--- src/rtl/mem_pkg.sv ---
// Shared encodings for the MEM-stage access controller: sizes, funct3, fault codes, FSM states.
package mem_pkg;

    localparam logic [1:0] SIZE_BYTE = 2'b00;
    localparam logic [1:0] SIZE_HALF = 2'b01;
    localparam logic [1:0] SIZE_WORD = 2'b10;

    localparam logic [2:0] F3_B  = 3'b000;
    localparam logic [2:0] F3_H  = 3'b001;
    localparam logic [2:0] F3_W  = 3'b010;
    localparam logic [2:0] F3_BU = 3'b100;
    localparam logic [2:0] F3_HU = 3'b101;

    localparam logic [1:0] FAULT_NONE     = 2'b00;
    localparam logic [1:0] FAULT_MISALIGN = 2'b01;
    localparam logic [1:0] FAULT_BOUNDS   = 2'b10;
    localparam logic [1:0] FAULT_ILLEGAL  = 2'b11;

    typedef enum logic [1:0] {
        ST_IDLE   = 2'd0,
        ST_ACCESS = 2'd1,
        ST_RESP   = 2'd2
    } state_e;

    // Number of bytes touched by an access of the given size code.
    function automatic logic [2:0] size_bytes(input logic [1:0] size);
        case (size)
            SIZE_BYTE: size_bytes = 3'd1;
            SIZE_HALF: size_bytes = 3'd2;
            default:   size_bytes = 3'd4;
        endcase
    endfunction

endpackage

--- src/rtl/mem_req_decode.sv ---
// Combinational request decode: funct3 -> memory size/sign-extend, plus the acceptance fault code.
module mem_req_decode
    import mem_pkg::*;
#(
    parameter int MEM_BYTES = 512,
    parameter int ADDR_W    = 32
) (
    input  logic [2:0]        funct3,
    input  logic [ADDR_W-1:0] addr,
    input  logic              store,
    output logic [1:0]        size,
    output logic              signext,
    output logic [1:0]        fault
);

    localparam int AW1 = ADDR_W + 1;

    logic           legal;
    logic           misaligned;
    logic           out_of_bounds;
    logic [AW1-1:0] last_byte;

    // Decode and fault classification; the extra address bit keeps wrap-around from looking in range.
    always_comb begin
        size    = funct3[1:0];
        signext = ~store & ~funct3[2];
        if (store) begin
            legal = (funct3 == F3_B) || (funct3 == F3_H) || (funct3 == F3_W);
        end else begin
            legal = (funct3 == F3_B) || (funct3 == F3_H) || (funct3 == F3_W) ||
                    (funct3 == F3_BU) || (funct3 == F3_HU);
        end
        misaligned    = ((size == SIZE_HALF) && addr[0]) ||
                        ((size == SIZE_WORD) && (addr[1:0] != 2'b00));
        last_byte     = {1'b0, addr} + AW1'(size_bytes(size)) - AW1'(1);
        out_of_bounds = (last_byte >= AW1'(MEM_BYTES));
        if (!legal) begin
            fault = FAULT_ILLEGAL;
        end else if (misaligned) begin
            fault = FAULT_MISALIGN;
        end else if (out_of_bounds) begin
            fault = FAULT_BOUNDS;
        end else begin
            fault = FAULT_NONE;
        end
    end

endmodule

--- src/rtl/mem_access_ctrl.sv ---
// MEM-stage sequencer: accepts one load/store, drives the data memory for one cycle, returns a response.
//
// state     | meaning
// ----------+-----------------------------------------------------------
// ST_IDLE   | req_ready high; waiting for a request (flush blocks accept)
// ST_ACCESS | dm_enable high for exactly this cycle; memory controls stable
// ST_RESP   | rsp_valid high; response held until rsp_ready or flush
module mem_access_ctrl
    import mem_pkg::*;
#(
    parameter int MEM_BYTES = 512,
    parameter int ADDR_W    = 32
) (
    input  logic              clk,
    input  logic              reset,
    input  logic              req_valid,
    output logic              req_ready,
    input  logic              req_store,
    input  logic [2:0]        req_funct3,
    input  logic [ADDR_W-1:0] req_addr,
    input  logic [31:0]       req_wdata,
    input  logic [4:0]        req_rd,
    output logic              dm_enable,
    output logic              dm_rw,
    output logic              dm_signext,
    output logic [1:0]        dm_size,
    output logic [31:0]       dm_addr,
    output logic [31:0]       dm_wdata,
    input  logic [31:0]       dm_rdata,
    output logic              rsp_valid,
    input  logic              rsp_ready,
    output logic              rsp_we,
    output logic [4:0]        rsp_rd,
    output logic [31:0]       rsp_data,
    output logic [1:0]        rsp_fault,
    output logic [31:0]       rsp_fault_addr,
    input  logic              flush
);

    state_e      state_q, state_d;
    logic        dm_enable_q, dm_enable_d;
    logic        dm_rw_q, dm_rw_d;
    logic        dm_signext_q, dm_signext_d;
    logic [1:0]  dm_size_q, dm_size_d;
    logic [31:0] dm_addr_q, dm_addr_d;
    logic [31:0] dm_wdata_q, dm_wdata_d;
    logic        rsp_valid_q, rsp_valid_d;
    logic        rsp_we_q, rsp_we_d;
    logic [4:0]  rsp_rd_q, rsp_rd_d;
    logic [31:0] rsp_data_q, rsp_data_d;
    logic [1:0]  rsp_fault_q, rsp_fault_d;
    logic [31:0] rsp_fault_addr_q, rsp_fault_addr_d;

    logic [1:0]  dec_size;
    logic        dec_signext;
    logic [1:0]  dec_fault;
    logic        accept;
    logic [31:0] addr_ext;

    mem_req_decode #(
        .MEM_BYTES (MEM_BYTES),
        .ADDR_W    (ADDR_W)
    ) u_decode (
        .funct3  (req_funct3),
        .addr    (req_addr),
        .store   (req_store),
        .size    (dec_size),
        .signext (dec_signext),
        .fault   (dec_fault)
    );

    assign addr_ext = 32'(req_addr);
    assign accept   = (state_q == ST_IDLE) && req_valid && !flush;

    // Next-state and next-output logic; memory controls keep their last value whenever not accessing.
    always_comb begin
        state_d          = state_q;
        dm_enable_d      = dm_enable_q;
        dm_rw_d          = dm_rw_q;
        dm_signext_d     = dm_signext_q;
        dm_size_d        = dm_size_q;
        dm_addr_d        = dm_addr_q;
        dm_wdata_d       = dm_wdata_q;
        rsp_valid_d      = rsp_valid_q;
        rsp_we_d         = rsp_we_q;
        rsp_rd_d         = rsp_rd_q;
        rsp_data_d       = rsp_data_q;
        rsp_fault_d      = rsp_fault_q;
        rsp_fault_addr_d = rsp_fault_addr_q;
        case (state_q)
            ST_IDLE: begin
                if (accept) begin
                    rsp_rd_d = req_rd;
                    if (dec_fault == FAULT_NONE) begin
                        dm_enable_d      = 1'b1;
                        dm_rw_d          = req_store;
                        dm_signext_d     = dec_signext;
                        dm_size_d        = dec_size;
                        dm_addr_d        = addr_ext;
                        dm_wdata_d       = req_wdata;
                        rsp_fault_d      = FAULT_NONE;
                        rsp_fault_addr_d = 32'd0;
                        state_d          = ST_ACCESS;
                    end else begin
                        rsp_valid_d      = 1'b1;
                        rsp_we_d         = 1'b0;
                        rsp_data_d       = 32'd0;
                        rsp_fault_d      = dec_fault;
                        rsp_fault_addr_d = addr_ext;
                        state_d          = ST_RESP;
                    end
                end
            end
            ST_ACCESS: begin
                // A flushed store has already written during this cycle; only its response is dropped.
                dm_enable_d = 1'b0;
                if (flush) begin
                    state_d = ST_IDLE;
                end else begin
                    rsp_valid_d = 1'b1;
                    rsp_we_d    = ~dm_rw_q;
                    rsp_data_d  = dm_rw_q ? 32'd0 : dm_rdata;
                    state_d     = ST_RESP;
                end
            end
            ST_RESP: begin
                if (flush || rsp_ready) begin
                    rsp_valid_d = 1'b0;
                    rsp_we_d    = 1'b0;
                    state_d     = ST_IDLE;
                end
            end
            default: begin
                state_d = ST_IDLE;
            end
        endcase
    end

    // State and registered outputs, synchronous reset.
    always_ff @(posedge clk) begin
        if (reset) begin
            state_q          <= ST_IDLE;
            dm_enable_q      <= 1'b0;
            dm_rw_q          <= 1'b0;
            dm_signext_q     <= 1'b0;
            dm_size_q        <= SIZE_BYTE;
            dm_addr_q        <= 32'd0;
            dm_wdata_q       <= 32'd0;
            rsp_valid_q      <= 1'b0;
            rsp_we_q         <= 1'b0;
            rsp_rd_q         <= 5'd0;
            rsp_data_q       <= 32'd0;
            rsp_fault_q      <= FAULT_NONE;
            rsp_fault_addr_q <= 32'd0;
        end else begin
            state_q          <= state_d;
            dm_enable_q      <= dm_enable_d;
            dm_rw_q          <= dm_rw_d;
            dm_signext_q     <= dm_signext_d;
            dm_size_q        <= dm_size_d;
            dm_addr_q        <= dm_addr_d;
            dm_wdata_q       <= dm_wdata_d;
            rsp_valid_q      <= rsp_valid_d;
            rsp_we_q         <= rsp_we_d;
            rsp_rd_q         <= rsp_rd_d;
            rsp_data_q       <= rsp_data_d;
            rsp_fault_q      <= rsp_fault_d;
            rsp_fault_addr_q <= rsp_fault_addr_d;
        end
    end

    assign req_ready      = (state_q == ST_IDLE);
    assign dm_enable      = dm_enable_q;
    assign dm_rw          = dm_rw_q;
    assign dm_signext     = dm_signext_q;
    assign dm_size        = dm_size_q;
    assign dm_addr        = dm_addr_q;
    assign dm_wdata       = dm_wdata_q;
    assign rsp_valid      = rsp_valid_q;
    assign rsp_we         = rsp_we_q;
    assign rsp_rd         = rsp_rd_q;
    assign rsp_data       = rsp_data_q;
    assign rsp_fault      = rsp_fault_q;
    assign rsp_fault_addr = rsp_fault_addr_q;

endmodule

--- config.mk ---
export PLATFORM = sky130hd
export DESIGN_NAME = mem_access_ctrl
export DESIGN_NICKNAME = d
export VERILOG_FILES = /design/src/rtl/mem_pkg.sv /design/src/rtl/mem_req_decode.sv /design/src/rtl/mem_access_ctrl.sv
export SDC_FILE = /design/constraint.sdc
export NUM_CORES = 1
export LEC_CHECK = 0
export CAP_MARGIN = 20
export CORE_UTILIZATION = 43
export CTS_CLUSTER_SIZE = 10
export DETAILED_ROUTE_END_ITERATION = 7
export PLACE_DENSITY_LB_ADDON = 0.1
export SYNTH_ARGS = -nofsm -noshare
export SYNTH_HDL_FRONTEND = slang
export SYNTH_SLANG_ARGS = --single-unit
--- constraint.sdc ---
create_clock -name clk -period 9.8 [get_ports clk]
set_clock_uncertainty 0.05 [all_clocks]
set_input_delay 1.47 -clock clk [delete_from_list [all_inputs] [get_ports clk]]
set_output_delay 1.47 -clock clk [all_outputs]
set_load 0.05 [all_outputs]
==> metrics.txt <==
outcome complete, no violations; Slew @ Worst Pin 0.945 ns; share of cells above drive strength 1 5.03%; worst path buffer plus inverter count 4; total setup buffers inserted after CTS 0; Root Driver clkbuf_16; hold_buf cts 0; Comb pwr share 20.1%; Synth cell types 67; # setup viols final 0; Final nets 1,326; pins over their slew limit 0; placed insts 1,391; Int Power 1.08 mW; CTS buffer count 17; largest net degree at the start of global routing 73; Layout Cell Area excl Fill 11,100 um2; Final Hold Vio Count 0; syn_nets 1,112; Die X-Extent 138 um; CTS tree done; CP max stage cell and4_4; Synth Flop Type dfxtp_1; slowest stage delay, CP 0.88 ns; Crit path max-delay family simple AND/OR/NAND/NOR gates; Overflow after GRT 0; Clock Power Share 40.8%; sw frac 29.8%; drt pass-1 iters 5; Mapped Cells 967; Peak VDD IR 0.123 mV; vias in the first global route 7,340; Pwr Density 138 nW/um2; Post-Route WL 23,900 um; dpl ws 3.00 ns; first-pass GRT wire length 38,300 um; routed vias/inst 5.55; DIE AREA 19,100 um2; synthesized area 7960 um2; clock sinks 144; critical path class primary input to register; Worst R2R Path Depth 8; drt drc 0; Max Cap Violations 0; synth warn 0; sequential power share 39.1%; most common cell after layout, fill and taps aside clkdlybuf4s50_1; CP Cell Sequence clkdlybuf4s50_1 -> or2_2 -> ha_1 -> inv_1 -> ha_1 -> inv_1 -> fa_1 -> nand2b_1 -> a211oi_1 -> o21ai_1 -> a211oi_1 -> o21ai_0 -> a211oi_1 -> and4_1 -> and4_4 -> buf_4 -> mux2i_1; Adder-Cell Fraction of Synth Area 5.60%; Psw 456 uW; CP required 10.11 ns; largest family of logic cells by synthesized area compound AO/OA/AOI/OAI gates; CTS H-tree depth 4; Post-Synth Simple-Gate Area 18.8%; Yosys reg bits 144; initial antenna violation count 0; post-synthesis sequential area ratio 36.2%; Clk pin slew, worst setup/hold paths 0.06 ns; Total GRT Usage 24.6%; final HPWL from detailed placement 17,100 um; Core ar. 18,000 um2; worst path arrival time 6.74 ns; initial drt markers 481; Hold Crit Depth 2; Clock Path Buffers 2; Post-synth ARST share 0%; Resize count post-CTS 0; Most common cell on crit path a211oi_1; Hold Startpoint rsp_rd[3]$_SDFFE_PP0P_; n_diodes 0; # port buffers 252; fill cell count 1,651; Max Clock Freq 0.156 GHz; R2R Path Start state_q[1]$_SDFFE_PP0P_; RSZ-0062 raised after global routing false; Hold Crit Class register to register; Final Total Pwr 1.53 mW; EDFF count, synth 0; worst hold endpoint rsp_rd[3]$_SDFFE_PP0P_; Syn Area/Cell 8.23 um2; Hold Slack 0.402 ns; most frequent cells in the layout clkdlybuf4s50_1 (252), nand2_1 (220), dfxtp_1 (144); ANT nets after route 0; WL/cell 16.8 um; final setup TNS 0 ns; Worst-Skew Late Latency 0.42 ns; kind of end point of the critical path register; I/O Pins 253; fin util 61.7%; crit path time final 6.43 ns; final worst slack 3.37 ns; Initial Utilization 44.2%; mux cell area share after synthesis 9.50%; Slew HR 37.0%; Reg2Reg Capture Point dm_addr[11]$_SDFFE_PP0P_; Worst R2R Setup Slack 5.92 ns; Post-Synth XOR/XNOR Area 0.990%; Final period util 65.6%; Placed Area 10,600 um2; complex-gate fraction of the synthesized area 22.5%; Syn-to-layout area delta 39.7%; chip height 138 um; LEAKAGE 4.03 nW; post-route insts no fill 1,423; via count 7,897; Placement Rows 49; CP max FO 51; CP startpoint kind primary input; GPL Wtd Cong 0.936
[metal layers]
metal,up-vias,routed length (um),GRT usage (%)
met4,0,524,8.73
met5,-,0,0
li1,3939,-,-
met3,41,1370,4.88
met1,3634,10600,31.6
met2,283,11400,41.1
[area by class of cell]
cell class	count	area [um2]	area share, %
well taps	229	287	2.58
flip-flops and latches	144	2880	25.9
multi-input cells	707	4590	41.2
clock buffers	19	433	3.89
clock inverters	13	130	1.17
repair buffers	261	2610	23.5
inverters	50	190	1.71
[synth_stat cells (4+ instances only)]
| library cell | count | share of area [%] |
|---|---|---|
| nand2_1 | 220 | 10 |
| dfxtp_1 | 144 | 36 |
| mux2i_1 | 71 | 8.9 |
| o21ai_0 | 61 | 3.8 |
| inv_1 | 50 | 2.4 |
| clkbuf_1 | 49 | 2.3 |
| a21oi_1 | 43 | 2.7 |
| ha_1 | 34 | 5.3 |
| a32o_1 | 32 | 4.0 |
| a32oi_1 | 32 | 3.5 |
| nor2_1 | 31 | 1.5 |
| nor3_1 | 16 | 1.0 |
| a211oi_1 | 13 | 1.2 |
| o21a_1 | 12 | 1.1 |
| nand3_1 | 9 | 0.57 |
| nand4_1 | 9 | 0.71 |
| nand2b_1 | 8 | 0.63 |
| or3_1 | 8 | 0.63 |
| and4_1 | 7 | 0.77 |
| o211ai_1 | 7 | 0.66 |
| buf_2 | 6 | 0.38 |
| buf_4 | 6 | 0.57 |
| o2111ai_1 | 6 | 0.66 |
| nor2b_1 | 5 | 0.39 |
| xnor2_1 | 5 | 0.55 |
| a21o_1 | 4 | 0.38 |
| buf_6 | 4 | 0.57 |
| mux2_2 | 4 | 0.57 |
| nor4_1 | 4 | 0.31 |
| o221ai_1 | 4 | 0.44 |
| o31ai_1 | 4 | 0.38 |
| xor2_1 | 4 | 0.44 |
[state kept, by name, summed over array words and instances (netlist names)]
signal / cells
dm_addr: 32
dm_enable: 1
dm_rw: 1
dm_signext: 1
dm_size: 2
dm_wdata: 32
rsp_data: 32
rsp_fault: 2
rsp_fault_addr: 32
rsp_rd: 5
rsp_valid: 1
rsp_we: 1
state_q: 2
[worst register-to-register path, cell delays in order, from the launching register on]
cell and delay (ns):
dfxtp_1 0.35, nor2_1 0.17, nand2_1 0.33, buf_16 0.29, nor2_1 0.71, and4_1 0.32, and4_4 0.88, buf_4 0.47
mux2i_1 0.24
[cell families (layout without fill, tap and decap cells)]
logic type / count (synthesis) / after routing
xor gates and xnor gates: 9 / 9
DFF: 144 / 144
muxes: 75 / 75
adders and majority gates: 35 / 35
and+or+nand+nor: 337 / 337
buffers and inverters: 116 / 343
AOI/OAI and AO/OA: 251 / 251
[how the worst max path moves through the flow]
stage | from | endpoint | slack (ns) | cells past startpoint
floorplan | req_funct3[0] | dm_signext$_SDFFE_PP0P_ | 4.69 | 17
global placement | req_funct3[1] | dm_addr[13]$_SDFFE_PP0P_ | 3.17 | 15
detailed placement | req_funct3[0] | dm_addr[9]$_SDFFE_PP0P_ | 3.00 | 17
CTS | req_funct3[0] | dm_addr[11]$_SDFFE_PP0P_ | 3.42 | 17
global route | req_funct3[1] | dm_addr[12]$_SDFFE_PP0P_ | 2.91 | 18
finish | req_funct3[0] | dm_addr[11]$_SDFFE_PP0P_ | 3.37 | 17
[power groups by stage]
stage / clock, mW / combinational [mW] / sequential [mW]
global route: 0.664 / 0.334 / 0.599
global placement: 0 / 0.302 / 0.611
CTS: 0.641 / 0.306 / 0.599
detailed placement: 0 / 0.302 / 0.612
finish: 0.626 / 0.308 / 0.599
floorplan: 0 / 0.160 / 0.641
Power figures use the tool's default switching activity.
